$ cat src/rtl/pilot_pkg.sv
`default_nettype none
// +----------------------------------------------------------------------+
// | pilot_pkg : shared types and constants for the pilot insertion path  |
// | Revision  : 1.0                                                      |
// +----------------------------------------------------------------------+
package pilot_pkg;

  typedef enum logic [1:0] {
    IDLE  = 2'd0,
    PILOT = 2'd1,
    DATA  = 2'd2
  } state_t;

  localparam int          c_iq_w       = 16;
  localparam logic [6:0]  c_prbs7_seed = 7'h7F;
  // x^7 + x^6 + 1 : feedback from the two most significant stages
  localparam logic [6:0]  c_prbs7_taps = 7'b110_0000;
  localparam logic [15:0] c_iq_min     = 16'h8000;
  localparam logic [15:0] c_iq_max     = 16'h7FFF;

  function automatic logic [c_iq_w-1:0] sat_neg(input logic [c_iq_w-1:0] v);
    if (v == c_iq_min) begin
      return c_iq_max;
    end
    return (~v) + c_iq_w'(1);
  endfunction

endpackage
`default_nettype wire

$ cat src/rtl/pilot_inserter_if.sv
`default_nettype none
// +----------------------------------------------------------------------+
// | pilot_inserter_if : payload input and symbol output stream bundle    |
// | Revision          : 1.0                                              |
// +----------------------------------------------------------------------+
interface pilot_inserter_if #(
  parameter int DATA_WIDTH = 32
);
  logic [DATA_WIDTH-1:0] s_axis_tdata;
  logic                  s_axis_tvalid;
  logic                  s_axis_tready;
  logic [DATA_WIDTH-1:0] m_axis_tdata;
  logic                  m_axis_tvalid;
  logic                  m_axis_tready;
  logic                  m_axis_tlast;

  modport slave (
    input  s_axis_tdata, s_axis_tvalid, m_axis_tready,
    output s_axis_tready, m_axis_tdata, m_axis_tvalid, m_axis_tlast
  );

  modport master (
    output s_axis_tdata, s_axis_tvalid, m_axis_tready,
    input  s_axis_tready, m_axis_tdata, m_axis_tvalid, m_axis_tlast
  );
endinterface
`default_nettype wire

$ cat src/rtl/prbs7_gen.sv
`default_nettype none
// +----------------------------------------------------------------------+
// | prbs7_gen : PRBS7 sign source, reloadable seed, steps on advance     |
// | Revision  : 1.0                                                      |
// +----------------------------------------------------------------------+
module prbs7_gen
  import pilot_pkg::*;
(
  input  logic clk,
  input  logic rst,
  input  logic load,
  input  logic advance,
  output logic prbs_bit
);

  logic [6:0] r_lfsr;

  always_ff @(posedge clk or negedge rst) begin
    if (!rst) begin
      r_lfsr <= c_prbs7_seed;
    end else if (load) begin
      r_lfsr <= c_prbs7_seed;
    end else if (advance) begin
      r_lfsr <= {r_lfsr[5:0], ^(r_lfsr & c_prbs7_taps)};
    end
  end

  assign prbs_bit = r_lfsr[6];

endmodule
`default_nettype wire

$ cat src/rtl/pilot_inserter.sv
`default_nettype none
// +----------------------------------------------------------------------+
// | pilot_inserter : pilot burst on start_frame, then payload pass-thru  |
// |   with tlast on the frame-closing beat. PILOT_PRBS_EN: PRBS7 signs.  |
// | Revision       : 1.0                                                 |
// +----------------------------------------------------------------------+
module pilot_inserter
  import pilot_pkg::*;
#(
  parameter int DATA_WIDTH = 32,
  parameter int PLEN_W     = 8
) (
  input  logic              clk,
  input  logic              rst,
  input  logic              start_frame,
  input  logic              end_frame,
  input  logic [PLEN_W-1:0] pilot_length,
  input  logic [c_iq_w-1:0] pilot_value,
  pilot_inserter_if.slave   axis,
  output logic              ready,
  output logic              pilot_flag
);

  state_t                  r_state;
  state_t                  w_state_next;
  logic [PLEN_W-1:0]       r_cnt;
  logic                    r_start_pend;
  logic                    r_end_pend;
  logic [DATA_WIDTH-1:0]   r_m_data;
  logic                    r_m_valid;
  logic                    r_m_last;
  logic                    r_ready;
  logic                    r_pilot_flag;

  logic                    w_slot_free;
  logic                    w_s_ready;
  logic                    w_accept;
  logic                    w_pilot_load;
  logic                    w_last_beat;
  logic                    w_cnt_load;
  logic                    w_start_take;
  logic [c_iq_w-1:0]       w_pilot_i;
  logic [DATA_WIDTH-1:0]   w_pilot_word;

  assign w_slot_free  = !r_m_valid || axis.m_axis_tready;
  assign w_s_ready    = (r_state == DATA) && w_slot_free;
  assign w_accept     = w_s_ready && axis.s_axis_tvalid;
  assign w_pilot_load = (r_state == PILOT) && w_slot_free;
  assign w_last_beat  = w_accept && r_end_pend;

`ifdef PILOT_PRBS_EN
  logic w_prbs_bit;

  prbs7_gen u_prbs7_gen (
    .clk      (clk),
    .rst      (rst),
    .load     (w_cnt_load),
    .advance  (w_pilot_load),
    .prbs_bit (w_prbs_bit)
  );

  assign w_pilot_i = w_prbs_bit ? sat_neg(pilot_value) : pilot_value;
`else
  assign w_pilot_i = pilot_value;
`endif

  assign w_pilot_word = {w_pilot_i, {(DATA_WIDTH-c_iq_w){1'b0}}};

  // A pending start is consumed from IDLE or straight after a closing beat.
  always_comb begin
    w_state_next = r_state;
    w_cnt_load   = 1'b0;
    w_start_take = 1'b0;
    case (r_state)
      IDLE: begin
        if (r_start_pend) begin
          w_start_take = 1'b1;
          if (pilot_length != '0) begin
            w_state_next = PILOT;
            w_cnt_load   = 1'b1;
          end else begin
            w_state_next = DATA;
          end
        end
      end
      PILOT: begin
        if (w_pilot_load && (r_cnt == PLEN_W'(1))) begin
          w_state_next = DATA;
        end
      end
      DATA: begin
        if (w_last_beat) begin
          if (r_start_pend) begin
            w_start_take = 1'b1;
            if (pilot_length != '0) begin
              w_state_next = PILOT;
              w_cnt_load   = 1'b1;
            end else begin
              w_state_next = DATA;
            end
          end else begin
            w_state_next = IDLE;
          end
        end
      end
      default: w_state_next = IDLE;
    endcase
  end

  always_ff @(posedge clk or negedge rst) begin
    if (!rst) begin
      r_state      <= IDLE;
      r_cnt        <= '0;
      r_start_pend <= 1'b0;
      r_end_pend   <= 1'b0;
    end else begin
      r_state <= w_state_next;
      if (w_cnt_load) begin
        r_cnt <= pilot_length;
      end else if (w_pilot_load) begin
        r_cnt <= r_cnt - PLEN_W'(1);
      end
      // New requests win over same-cycle consumption so none is lost.
      if (start_frame) begin
        r_start_pend <= 1'b1;
      end else if (w_start_take) begin
        r_start_pend <= 1'b0;
      end
      if (end_frame) begin
        r_end_pend <= 1'b1;
      end else if (w_last_beat) begin
        r_end_pend <= 1'b0;
      end
    end
  end

  always_ff @(posedge clk or negedge rst) begin
    if (!rst) begin
      r_m_data     <= '0;
      r_m_valid    <= 1'b0;
      r_m_last     <= 1'b0;
      r_ready      <= 1'b0;
      r_pilot_flag <= 1'b0;
    end else begin
      r_ready      <= w_accept;
      r_pilot_flag <= w_pilot_load;
      if (w_pilot_load) begin
        r_m_data  <= w_pilot_word;
        r_m_valid <= 1'b1;
        r_m_last  <= 1'b0;
      end else if (w_accept) begin
        r_m_data  <= axis.s_axis_tdata;
        r_m_valid <= 1'b1;
        r_m_last  <= r_end_pend;
      end else if (w_slot_free) begin
        r_m_valid <= 1'b0;
        r_m_last  <= 1'b0;
      end
    end
  end

  assign axis.s_axis_tready = w_s_ready;
  assign axis.m_axis_tdata  = r_m_data;
  assign axis.m_axis_tvalid = r_m_valid;
  assign axis.m_axis_tlast  = r_m_last;
  assign ready              = r_ready;
  assign pilot_flag         = r_pilot_flag;

endmodule
`default_nettype wire

$ cat src/flat_wrapper.sv
// flat-port wrapper written by rule: the top's interface ports become plain ports
module pilot_inserter_flat import pilot_pkg::*;
#(
  parameter int DATA_WIDTH = 32,
  parameter int PLEN_W     = 8
)
  (clk, rst, start_frame, end_frame, pilot_length, pilot_value, ready, pilot_flag, axis_s_axis_tdata, axis_s_axis_tvalid, axis_m_axis_tready, axis_s_axis_tready, axis_m_axis_tdata, axis_m_axis_tvalid, axis_m_axis_tlast);
  pilot_inserter_if #(.DATA_WIDTH(DATA_WIDTH)) axis_i ();
  input  logic clk;
  input  logic rst;
  input  logic start_frame;
  input  logic end_frame;
  input  logic [PLEN_W-1:0] pilot_length;
  input  logic [c_iq_w-1:0] pilot_value;
  output logic ready;
  output logic pilot_flag;
  input wire logic [$bits(axis_i.s_axis_tdata)-1:0] axis_s_axis_tdata;
  input wire logic [$bits(axis_i.s_axis_tvalid)-1:0] axis_s_axis_tvalid;
  input wire logic [$bits(axis_i.m_axis_tready)-1:0] axis_m_axis_tready;
  output wire logic [$bits(axis_i.s_axis_tready)-1:0] axis_s_axis_tready;
  output wire logic [$bits(axis_i.m_axis_tdata)-1:0] axis_m_axis_tdata;
  output wire logic [$bits(axis_i.m_axis_tvalid)-1:0] axis_m_axis_tvalid;
  output wire logic [$bits(axis_i.m_axis_tlast)-1:0] axis_m_axis_tlast;
  assign axis_i.s_axis_tdata = axis_s_axis_tdata;
  assign axis_i.s_axis_tvalid = axis_s_axis_tvalid;
  assign axis_i.m_axis_tready = axis_m_axis_tready;
  assign axis_s_axis_tready = axis_i.s_axis_tready;
  assign axis_m_axis_tdata = axis_i.m_axis_tdata;
  assign axis_m_axis_tvalid = axis_i.m_axis_tvalid;
  assign axis_m_axis_tlast = axis_i.m_axis_tlast;
  pilot_inserter #(.DATA_WIDTH(DATA_WIDTH), .PLEN_W(PLEN_W)) u_core (.clk(clk), .rst(rst), .start_frame(start_frame), .end_frame(end_frame), .pilot_length(pilot_length), .pilot_value(pilot_value), .axis(axis_i), .ready(ready), .pilot_flag(pilot_flag));
endmodule
$ cat config.mk
export PLATFORM = sky130hd
export DESIGN_NAME = pilot_inserter_flat
export DESIGN_NICKNAME = d
export VERILOG_FILES = /design/src/rtl/pilot_pkg.sv /design/src/rtl/pilot_inserter_if.sv /design/src/rtl/prbs7_gen.sv /design/src/rtl/pilot_inserter.sv /design/src/flat_wrapper.sv
export SDC_FILE = /design/constraint.sdc
export NUM_CORES = 1
export LEC_CHECK = 0
export ABC_CLOCK_PERIOD_IN_PS = 1500
export BUFFER_PORTS_ARGS = -buffer_cell sky130_fd_sc_hd__buf_4
export CAP_MARGIN = 20
export CELL_PAD_IN_SITES_DETAIL_PLACEMENT = 0
export CELL_PAD_IN_SITES_GLOBAL_PLACEMENT = 2
export CORE_UTILIZATION = 24
export CTS_CLUSTER_SIZE = 10
export DETAILED_ROUTE_END_ITERATION = 8
export GPL_ROUTABILITY_DRIVEN = 1
export PLACE_DENSITY = 0.76
export SLEW_MARGIN = 15
export SYNTH_ARGS = -nofsm -noshare
export SYNTH_HDL_FRONTEND = slang
export SYNTH_SLANG_ARGS = --single-unit
$ cat constraint.sdc
create_clock -name clk -period 1.5 [get_ports clk]
set_input_delay 0.15 -clock clk [delete_from_list [all_inputs] [get_ports clk]]
set_output_delay 0.15 -clock clk [all_outputs]
set_load 0.02 [all_outputs]
==> out/metrics.yaml <==
status: "complete, but fails checks"
violations: "negative setup slack"
path_max_fanout: 4
clockBufferDepth: 2
synth_ff_type: "dfrtp_1"
clkLatencyLatePin_ns: 0.30
tightest_slew_ns: 0.6393
rsz0062_at_grt: "true"
path_cells: "or4_4, or4_1, o211ai_1"
leakagePower_nw: 1.681
nets: 418
routedLengthMet1_um: 3061
synthToLayoutAreaGrowth_pct: 56.29
finalCritPeriodShare_pct: 107.0
drtIter0Drc: 50
met2_length_um: 3053
period_minus_slack_ns: 1.605
synth-edff-count: 0
portBuffers: 98
fin_worst_skew_ns: 0.008790
place_congestion: 0.7797
setup_ws_ns: -0.1048
drt-wirelength-per-cell_um: 14.16
layout-drive-gt1-share_pct: 43.10
grt_pass1_wl_um: 11060
antenna_cells: 0
final_cell_mix: "buf_4, dfrtp_1, nand2_1, nand3_1, nor3_1"
syn_inst: 232
route.detailed.drc: 0
first_pass_iters: 4
cts_buffers: 5
die_y_um: 97.46
slowest_stage: "or4_4"
worstHoldPathType: "input pin to register"
switching_power_w: 0.001841
p_comb_share_pct: 44.7
yosysWarnings: 0
syn-cell-area_um2: 2187
fin_cells: 463
wl_met3_um: 372
synth.distinct_cells: 43
synth_nets: 296
overflow: 0
p_int_w: 0.003196
grt_max_degree: 49
async_flop_share_pct: 100.0
clk_pin_slew_ns: 0.09
cts_root_buffer: "clkbuf_8"
end_kind: "register"
h-tree-depth: 2
vias: 2175
synth-seq-area-share_pct: 54.92
wirelength_um: 6556
antenna_found_initial: 0
grt_pass1_vias: 2235
core_area_um2: 8763
hold_viol_final: 0
power_density_nw_per_um2: 1473
slowest_delay_ns: 0.57
p_sw_share_pct: 36.55
die_w_um: 97.46
postRouteAntennaNets: 0
start_util_pct: 24.96
dp.cells: 450
fmaxAchievable_ghz: 0.6231
fin_util_pct: 39.01
seqPwrFrac_pct: 36.7
dieArea_um2: 9498
clockPowerShare_pct: 18.6
crit_arrival_ns: 1.83
grtUsageTotal_pct: 14.42
rows: 34
ir_drop_mv: 0.5034
endpoint: "u_core.r_cnt[7]$_DFFE_PN0P_"
crit_start: "u_core.r_cnt[4]$_DFFE_PN0P_"
finalPower_w: 0.005037
ios: 99
viasPerCell: 4.698
max-cap-violations: 0
fill_cells: 920
reg2reg_to: "u_core.r_cnt[7]$_DFFE_PN0P_"
cts_tree: "done"
dp_hpwl_um: 4793
cts.sinks: 48
final_common_cell: "buf_4"
avgSynthCellArea_um2: 9.427
r2r_start: "u_core.r_cnt[4]$_DFFE_PN0P_"
startpoint_type: "register"
worstSetupPathType: "register to register"
critical_path_required_ns: 1.72
ff2ff_path_depth: 3
ff2ff_setup_slack_ns: -0.10
synth_seq_cells: 48
setup_viol_count_final: 4
dr.max_layer_used: "met4"
slew_headroom_pct: 57.38
slew_violations: 0
==> metal layers <==
metal	vias to the layer above	GRT usage (%)
met5	-	0
met4	0	3.507
met3	7	3.309
met2	66	23.40
met1	1035	19.44
li1	1067	-
==> worst max-delay path: cells and delay by family (launching register included) <==
family	cells	cell delay, ns
and+or+nand+nor	2	1.04
DFF	1	0.40
AOI/OAI and AO/OA	1	0.10
==> worst min path at each step <==
stage	startpoint	to	slack, ns	cells after the start
2_1_floorplan	rst	u_core.axis.m_axis_tdata[0]$_DFFE_PN0P_	-0.15	0
3_3_place_gp	rst	u_core.r_cnt[6]$_DFFE_PN0P_	0.22	1
3_5_place_dp	rst	u_core.r_cnt[7]$_DFFE_PN0P_	0.22	1
4_1_cts	end_frame	u_core.r_end_pend$_DFFE_PN0P_	0.02	2
5_1_grt	end_frame	u_core.r_end_pend$_DFFE_PN0P_	0.01	2
6_report	end_frame	u_core.r_end_pend$_DFFE_PN0P_	0.03	2
==> final cells by class <==
cell class,instances,area [um2],area share [%]
multi-input combinational,165,950.9,27.82
timing repair buffer,128,994.7,29.10
inverter,6,27.53,0.8053
clock buffer,6,72.57,2.123
tap,108,135.1,3.953
clock inverter,2,35.03,1.025
sequential,48,1202,35.18
==> state kept, by name, indices dropped and copies added, names as in the netlist <==
| signal | count |
|---|---|
| u_core.axis.m_axis_tdata | 32 |
| u_core.axis.m_axis_tlast | 1 |
| u_core.axis.m_axis_tvalid | 1 |
| u_core.pilot_flag | 1 |
| u_core.r_cnt | 8 |
| u_core.r_end_pend | 1 |
| u_core.r_start_pend | 1 |
| u_core.r_state | 2 |
| u_core.ready | 1 |
==> timing repair <==
action / in CTS / in global routing
hold buffers: 1 / 0
gates resized for setup: 2 / 17
pin swaps: 0 / 3
setup buffers: 3 / 1
setup endpoints to repair: 7 / 15
endpoints found under the hold margin: 48 / 0
==> synthesized netlist by cell type, types with 3 or more instances <==
library cell | count | area share (%)
o22ai_1 | 16 | 4.6
nand3_1 | 25 | 5.7
or4_1 | 3 | 1.0
o21ai_0 | 4 | 0.92
nor2b_1 | 4 | 1.1
o211ai_1 | 3 | 1.0
clkbuf_1 | 3 | 0.51
nor2_1 | 18 | 3.1
nor3_1 | 18 | 4.1
inv_1 | 5 | 0.86
buf_2 | 7 | 1.6
a21o_1 | 4 | 1.4
nand2_1 | 40 | 6.9
dfrtp_1 | 48 | 55
==> per-stage QoR <==
| step | setup TNS, ns | setup WS (ns) | instance area (um2) | hold slack [ns] |
|---|---|---|---|---|
| 6_report | -0.2248 | -0.1048 | 3418 | 0.02879 |
| 5_1_grt | -0.4817 | -0.1345 | 3418 | 0.01368 |
| 4_1_cts | -0.2428 | -0.09130 | 3353 | 0.01540 |
| 3_5_place_dp | -0.3633 | -0.08516 | 3204 | 0.2232 |
| 3_3_place_gp | -0.1870 | -0.06315 | 3204 | 0.2198 |
| 2_1_floorplan | -0.05699 | -0.05699 | 2196 | -0.1456 |
==> kinds of logic after synthesis <==
logic type               Yosys count  share of synthesized area (%)
AO/OA/AOI/OAI                     37                          11.67
XOR/XNOR                           1                         0.4005
adder cells (fa/ha/maj)            2                          1.144
buffers and inverters             19                          3.890
flip-flops                        48                          54.92
multiplexers                       1                         0.4577
AND/OR/NAND/NOR                  124                          27.52
==> power by group through the flow <==
| stage | combinational, W | clock [W] | sequential [W] |
|---|---|---|---|
| 3_3_place_gp | 0.00210 | 0 | 0.00185 |
| 4_1_cts | 0.00218 | 0.000975 | 0.00185 |
| 6_report | 0.00225 | 0.000935 | 0.00185 |
| 2_1_floorplan | 0.000903 | 0 | 0.00212 |
| 5_1_grt | 0.00248 | 0.00102 | 0.00190 |
| 3_5_place_dp | 0.00212 | 0 | 0.00187 |
Note: power is estimated with default switching activity, not from simulation.
